$ cat src/rtl/mtr_drv_pkg.sv
`default_nettype none
// ============================================================================
// Module      : mtr_drv_pkg
// Description : Shared widths, constants and speed-to-duty mapping for mtr_drv.
// Revision    : 1.0 - initial release
// ============================================================================
package mtr_drv_pkg;

    localparam int PWM_W         = 11;
    localparam int PRD           = 2048;
    localparam int DEADTIME_DFLT = 32;

    typedef logic [PWM_W-1:0] duty_t;

    localparam duty_t DUTY_ZERO = 11'h400;
    localparam duty_t CNT_LAST  = duty_t'(PRD - 1);

    // Offset-binary conversion of the signed command; bit 0 carries no duty weight.
    function automatic duty_t spd2duty(input logic [11:1] spd_hi);
        return {~spd_hi[11], spd_hi[10:1]};
    endfunction

endpackage
`default_nettype wire

$ cat src/rtl/pwm11_dt.sv
`default_nettype none
// ============================================================================
// Module      : pwm11_dt
// Description : Raw PWM comparator plus dead-time insertion for one H-bridge.
// Revision    : 1.0 - initial release
// ============================================================================
module pwm11_dt
    import mtr_drv_pkg::*;
#(
    parameter int DEADTIME = DEADTIME_DFLT
) (
    input  logic  clk,
    input  logic  rst,
    input  logic  en,
    input  duty_t cnt,
    input  duty_t duty_q,
    output logic  PWM1,
    output logic  PWM2
);

    localparam logic [7:0] c_deadtime = 8'(DEADTIME);

    logic       r_raw;
    logic       r_pwm1;
    logic       r_pwm2;
    logic [7:0] r_dcnt;
    logic       w_raw_nxt;
    logic       w_tgl;

    assign w_raw_nxt = (cnt < duty_q);
    assign w_tgl     = w_raw_nxt ^ r_raw;

    // The gate registers reload on the same edge the counter reaches zero,
    // so both legs are low for exactly DEADTIME clocks after a raw edge.
    always_ff @(posedge clk) begin
        if (rst) begin
            r_raw  <= 1'b0;
            r_dcnt <= c_deadtime;
            r_pwm1 <= 1'b0;
            r_pwm2 <= 1'b0;
        end else begin
            r_raw <= w_raw_nxt;
            if (!en || w_tgl) begin
                r_dcnt <= c_deadtime;
                r_pwm1 <= 1'b0;
                r_pwm2 <= 1'b0;
            end else if (r_dcnt > 8'd1) begin
                r_dcnt <= r_dcnt - 8'd1;
                r_pwm1 <= 1'b0;
                r_pwm2 <= 1'b0;
            end else begin
                r_dcnt <= 8'd0;
                r_pwm1 <= w_raw_nxt;
                r_pwm2 <= ~w_raw_nxt;
            end
        end
    end

    assign PWM1 = r_pwm1;
    assign PWM2 = r_pwm2;

endmodule
`default_nettype wire

$ cat src/rtl/mtr_drv.sv
`default_nettype none
// ============================================================================
// Module      : mtr_drv
// Description : Dual-channel dead-time protected PWM motor drive stage.
// Revision    : 1.0 - initial release
// ============================================================================
module mtr_drv
    import mtr_drv_pkg::*;
#(
    parameter int DEADTIME = DEADTIME_DFLT
) (
    input  logic               clk,
    input  logic               rst,
    input  logic               en,
    input  logic signed [11:0] lft_spd,
    input  logic signed [11:0] rght_spd,
    output logic               lft_PWM1,
    output logic               lft_PWM2,
    output logic               rght_PWM1,
    output logic               rght_PWM2,
    output logic               prd_strt
);

    duty_t r_cnt;
    duty_t r_duty_lft;
    duty_t r_duty_rght;
    logic  r_prd_strt;
    logic  w_prd_end;
    logic  w_unused_lsb;

    assign w_prd_end    = (r_cnt == CNT_LAST);
    assign w_unused_lsb = lft_spd[0] ^ rght_spd[0];

    // Duty only changes at the period boundary so a period never sees two duties.
    always_ff @(posedge clk) begin
        if (rst) begin
            r_cnt       <= '0;
            r_duty_lft  <= DUTY_ZERO;
            r_duty_rght <= DUTY_ZERO;
            r_prd_strt  <= 1'b0;
        end else begin
            r_cnt      <= r_cnt + duty_t'(1);
            r_prd_strt <= w_prd_end;
            if (w_prd_end) begin
                r_duty_lft  <= spd2duty(lft_spd[11:1]);
                r_duty_rght <= spd2duty(rght_spd[11:1]);
            end
        end
    end

    assign prd_strt = r_prd_strt;

    pwm11_dt #(
        .DEADTIME (DEADTIME)
    ) u_pwm_lft (
        .clk    (clk),
        .rst    (rst),
        .en     (en),
        .cnt    (r_cnt),
        .duty_q (r_duty_lft),
        .PWM1   (lft_PWM1),
        .PWM2   (lft_PWM2)
    );

    pwm11_dt #(
        .DEADTIME (DEADTIME)
    ) u_pwm_rght (
        .clk    (clk),
        .rst    (rst),
        .en     (en),
        .cnt    (r_cnt),
        .duty_q (r_duty_rght),
        .PWM1   (rght_PWM1),
        .PWM2   (rght_PWM2)
    );

endmodule
`default_nettype wire

$ cat config.mk
export PLATFORM = sky130hd
export DESIGN_NAME = mtr_drv
export DESIGN_NICKNAME = d
export VERILOG_FILES = /design/src/rtl/mtr_drv_pkg.sv /design/src/rtl/pwm11_dt.sv /design/src/rtl/mtr_drv.sv
export SDC_FILE = /design/constraint.sdc
export NUM_CORES = 1
export LEC_CHECK = 0
export BUFFER_PORTS_ARGS = -buffer_cell sky130_fd_sc_hd__clkbuf_2
export CAP_MARGIN = 20
export CORE_UTILIZATION = 42
export CTS_BUF_LIST = sky130_fd_sc_hd__clkbuf_4 sky130_fd_sc_hd__clkbuf_8 sky130_fd_sc_hd__clkbuf_16
export DETAILED_ROUTE_END_ITERATION = 10
export PLACE_DENSITY = 0.7
export SYNTH_ARGS = -nofsm -noshare
export SYNTH_HDL_FRONTEND = slang
export SYNTH_SLANG_ARGS = --single-unit
$ cat constraint.sdc
create_clock -name clk -period 2.6 [get_ports clk]
set_input_delay 0.52 -clock clk [delete_from_list [all_inputs] [get_ports clk]]
set_output_delay 0.52 -clock clk [all_outputs]
set_load 0.02 [all_outputs]
# Yosys cells after proc, flatten, opt, wreduce, memory -nomap -nowiden
# Index checks and enable logic that the tools add are counted.
[totals]
elab_cells = 41
ff_bits = 56
input_bits = 27
out_inout_bits = 5
[classes]
n_lt_le_gt_ge = 4
n_addsub = 3
n_bitwise = 8
n_mux = 2
n_reduce_logical = 9
eq_ne = 1
[ops]
columns = ["op", "n"]
rows = [
  ["$lt A11 B11 Y1", 2],
  ["$gt A8 B1 Y1 const B", 2],
  ["$sub A8 B1 Y8 const B", 2],
  ["$mux W6", 2],
  ["$reduce_or A3 Y1", 4],
  ["$add A11 B1 Y11 const B", 1],
  ["$eq A11 B11 Y1 const B", 1],
  ["$not A1 Y1", 6],
  ["$reduce_or A2 Y1", 2],
  ["$logic_or A1 B1 Y1", 2],
  ["$xor A1 B1 Y1", 2],
  ["$logic_not A1 Y1", 1],
]

# Logic depth before layout (Yosys ltp)
[logic_depth]
word_depth = 4
ltp_mapped = 7
ltp_nobuf = 7

# Modules after synthesis
# A second synthesis with hierarchy kept.
[hier_totals]
cells_unflattened = 288
hier_area_um2 = 2732.6
[by_module_without_submodules]
columns = ["mod", "seq_area_each_um2", "cells_each", "area_each_um2", "instances"]
rows = [
  ["pwm11_dt", 220.2, 91, 767.0, 2],
  ["mtr_drv", 680.7, 106, 1198.6, 1],
]

# Worst setup path after synthesis
# No wires, ideal clock.
[synth_path]
kind = "register to register"
startpoint = "reg r_cnt[10]"
endpoint = "reg u_pwm_lft.r_dcnt[5]"
setup_ps = 124
path_stages_with_launch = 7
required_time_ps = 2476
n_path_buf = 0
arrival_time_ps = 1707
path_slack_ps = 768
period_less_slack_ps = 1832
path_cell_list = "dfxtp_1 -> ha_1 -> a21oi_2 -> o221ai_2 -> a211oi_2 -> xor2_2 -> a2111o_1"
[synth_via]
elab_chain_len = 4
[synth_lines]
columns = ["element", "line", "source"]
rows = [
  ["start, declared", "mtr_drv.sv:24", "duty_t r_cnt;"],
  ["start signal, assigned", "mtr_drv.sv:42", "r_cnt <= r_cnt + duty_t'(1);"],
  ["$lt A11 B11 Y1", "pwm11_dt.sv:30", "assign w_raw_nxt = (cnt < duty_q);"],
  ["$xor A1 B1 Y1", "pwm11_dt.sv:31", "assign w_tgl = w_raw_nxt ^ r_raw;"],
  ["$logic_or A1 B1 Y1", "pwm11_dt.sv:43", "if (!en || w_tgl) begin"],
  ["$reduce_or A2 Y1 (no line)", "-", ""],
  ["end signal, assigned", "pwm11_dt.sv:38", "r_dcnt <= c_deadtime;"],
  ["end signal, assigned", "pwm11_dt.sv:44", "r_dcnt <= c_deadtime;"],
  ["end signal, assigned", "pwm11_dt.sv:48", "r_dcnt <= r_dcnt - 8'd1;"],
  ["end, declared", "pwm11_dt.sv:26", "logic [7:0] r_dcnt;"],
]
# Every way passes these cells.
# A chain may end at the register's enable or synchronous reset.

# Final worst setup path
[layout_path]
startpoint = "reg r_cnt[6]"
endpoint = "reg u_pwm_lft.r_dcnt[5]"
# Same word-level chain as after synthesis.

==> results.md <==
Finish:
- The multi-input gate area in the final layout is 1350 um2.
- The antenna diode instance count is 0.
- The final layout contains 352 nets.
- The proportion of layout cells with a drive suffix above 1 is 0.183.
- Compared with the post-synthesis result, the final layout area differs by 12.4%.
- Summing all flip-flop and latch instances after layout gives 1120 um2.
- The filler cell count in the final layout is 568.

Place:
- Detailed placement ended at an HPWL of 3350 um.
- The placer's final routability congestion estimate is 0.776.
- In this run the tool buffered the top-level ports with 29 buffer cells.

CTS:
- For the worst-skew pair, the clock arrives at the later sink with an insertion delay of 0.31 ns.
- The total number of clock tree sinks is 56.
- The level count of the clock H-tree is 2.
- Gates resized during post-CTS repair numbered 0.
- The cell sitting at the root of the clock tree is a clkbuf_8.
- Buffers added to address setup during post-CTS repair amount to 0.
- TritonCTS built the clock tree.
- No sink is reached through more buffers than the 2 on the longest clock path.
- Buffers inserted during clock tree synthesis total 5.
- Clock-pin slew was measured on the worst setup and hold paths at 0.09 ns.
- For this design, the CTS-stage hold fixing added 0 buffers.

STA:
- The total count of hold-check failures in the final report was 0.
- The max-slew violation total from the final report is 0.
- The relative max-transition margin is 0.649.
- The post-route worst hold slack is 0.383 ns.
- Setup violations remaining at the end of the flow were counted as 0.
- On the final layout, the worst clock skew is 0.00705 ns.
- At the pin with the least slew margin, the transition time is 0.525 ns.
- Subtracting the final worst setup slack from the clock period gives 2.09 ns.
- Timing would allow up to 479 MHz.
- The post-route clock period utilization is 0.804.
- Summed over all failing endpoints, the final setup total negative slack is 0 ns.
- Setup repair after global routing left no endpoint under its margin.

Setup path:
- The launching element type of the critical path is a register.
- In this design, the stage delay of the slowest critical-path cell is 0.45 ns.
- Of all nets on the critical path, the largest fanout is 8.
- Counting both buffers and inverters, the worst setup path holds a total of 0.
- The worst setup path is of the register to register kind.
- Among all stages on the critical path, the largest delay is contributed by dfxtp_1.
- The sort of element at the end of the critical path is a register.
- The critical path goes through ha_1 -> a21oi_1 -> o221ai_2 -> a211oi_2 -> xor2_2 -> a2111o_1.
- The worst endpoint data arrival time is 2.30 ns.
- On the critical path the largest part of the delay comes from compound AO/OA/AOI/OAI gates.
- STA puts the critical path data required time at 2.81 ns.

Synthesis:
- The number of instances in the synthesized netlist is 268.
- The synthesized design contains 0 enable-type register cells.
- The synthesis-stage register bit count is 56.
- The area share of and/or/nand/nor cells after synthesis is 0.183.
- Yosys mapped the design onto 35 distinct sky130hd cell types.
- The xor and xnor fraction of the mapped netlist area is 0.0635.
- Of all cell types, the one taking the most synthesized area is dfxtp_1.
- By area the synthesized netlist is led by dfxtp_1 (43%), ha_1 (12%), a22o_1 (6.8%).
- In the synthesized netlist the dominant register cell turns out to be dfxtp_1.
- The average instance area after synthesis is 9.64 um2.
- The synthesized netlist net count is 320.
- The share of Yosys cell area claimed by the top area cell type is 0.434.
- The adder-cell area share of the yosys netlist is 0.121.
- Summing every instance area after synthesis gives 2580 um2.
- For this run, the register share of the synthesized area comes to 0.434.
- The number of synthesis warnings is 0.
- The fraction of synthesized area in multiplexers is 0.
- The fraction of the mapped netlist area in compound gates is 0.152.
- The main combinational cell family by area after synthesis is simple AND/OR/NAND/NOR gates.
- Yosys instantiated no cell more often than dfxtp_1.
- The proportion of synthesized flip-flops having asynchronous set or reset is 0.
- Counting instances in the post-synthesis netlist gives the leading cell types as dfxtp_1 (56), ha_1 (25), inv_1 (24), nor3_1 (22), nand2_1 (21).

Floorplanning:
- Pin placement for this block handled 32 I/O pins.
- For this configuration, the core starts out at a cell density of 0.436.
- The die covers 6470 um2.
- The die height is 80.4 um.
- In this run the horizontal extent of the chip is 80.4 um.
- The placeable core region is 5920 um2.
- Row generation in the floorplan step produced 28 rows.

Global route:
- The global-route wire length before repair is 7670 um.
- The initial antenna violation count is 0.
- Summed over all layers, the global routing overflow is 0.
- The global routing usage summed across all routing layers is 0.157.
- The number of global-route vias before repair is 1,733.
- Entering global routing, the biggest net connects 24 pins.

Route:
- Dividing the detail-routed via count by the number of cells gives 5.09.
- After detailed routing, the number of remaining DRC violations is 0.
- Summed over all layers, the routed wires come to 4480 um.
- The detailed router placed 1,914 vias in this run.
- The number of violations reported at the end of detailed-routing iteration 0 is 50.
- The detail route stage leaves a number of antenna-violating nets equal to 0.
- In the final routed layout, each cell accounts on average for 11.9 um.
- The first detailed-routing pass took 4 iterations.

Min path:
- The tightest min-delay check is of the input pin to register type.

Pwr:
- The leakage power total is 0.00116 uW.
- The power per unit of standard cell area is 522 nW/um2.
- Across the VDD grid, the largest voltage drop is 0.000365 V.

Status:
- The run finished with clean final reports.

Job:
- Across the run, the number of max-cap violations was 0.
==> cell type report <==
class,instances,area share
tap,75,0.0323
multi-input combinational,183,0.464
inverter,24,0.0310
clock buffer,8,0.0336
sequential,56,0.386
timing repair buffer,30,0.0526
==> flip-flops by register name, indices dropped and copies added, names as in the netlist <==
name               cells
u_pwm_rght.r_raw       1
u_pwm_lft.PWM2         1
prd_strt               1
u_pwm_rght.PWM1        1
u_pwm_lft.r_raw        1
u_pwm_rght.r_dcnt      8
u_pwm_lft.PWM1         1
u_pwm_lft.r_dcnt       8
u_pwm_rght.PWM2        1
r_cnt                 11
r_duty_lft            11
r_duty_rght           11
==> layer usage <==
layer	global-route usage	part of all wire	wire length (um)	vias up
met5	0	0	0	-
met4	0.0429	0.011	48	0
met3	0.0511	0.041	185	7
met2	0.263	0.47	2110	32
met1	0.192	0.48	2140	872
li1	-	-	-	1003
==> logic make-up after synthesis <==
kind of cell / Yosys count
adder cells (fa/ha/maj): 25
buffers and inverters: 29
AND/OR/NAND/NOR: 91
AO/OA/AOI/OAI: 50
XOR/XNOR: 17
flip-flops: 56
==> worst reg2reg max path: stages, from the launching register on <==
cell	delay, ns
dfxtp_1	0.45
ha_1	0.29
a21oi_1	0.19
o221ai_2	0.13
a211oi_2	0.39
xor2_2	0.22
a2111o_1	0.32
==> layout by cell type, fill, tap and decap left out, types with 2 or more instances in the layout <==
cell      count
a21oi_1       9
clkbuf_2     29
a21oi_2       5
nor3_1       22
o221ai_2      2
and3_1        3
ha_1         25
inv_1        24
a22o_1       20
nor4_1        5
clkbuf_4      2
xor2_2        2
nor2b_1       6
nand2_1      21
or3_1         4
nor2_1       16
nand4_2       3
nand3_1       5
xnor2_1       9
a22oi_1       2
xor2_1        6
clkbuf_8      6
o21ai_0       5
dfxtp_1      56
a211oi_2      2
o21ai_1       2
==> power by group <==
part	switching (uW)	internal (uW)	total, uW
clock	269	239	508
sequential	17.4	873	890
combinational	62.1	53.6	116
==> path summary, 6_finish.rpt <==
kind,from,to,slack [ns],cells after the start
worst min-delay path,lft_spd[11],r_duty_lft[10],0.38,2
worst max register to register,r_cnt[6],u_pwm_lft.r_dcnt[5],0.51,6
worst min register to register,r_duty_lft[7],r_duty_lft[7],0.48,1
worst max-delay path,r_cnt[6],u_pwm_lft.r_dcnt[5],0.51,6
==> through the flow <==
step                      cell area, um2  total power (uW)  instances  worst slack [ns]  utilization
after floorplan                     2580               987        268             0.768            -
after global placement              2800              1020        368             0.564        0.474
after detailed placement            2800              1030        368             0.484        0.474
after CTS                           2900              1530        376             0.462        0.490
after global routing                2900              1590        376             0.330        0.490
final                               2900              1510        376             0.510        0.490
Power figures use the tool's default switching activity.
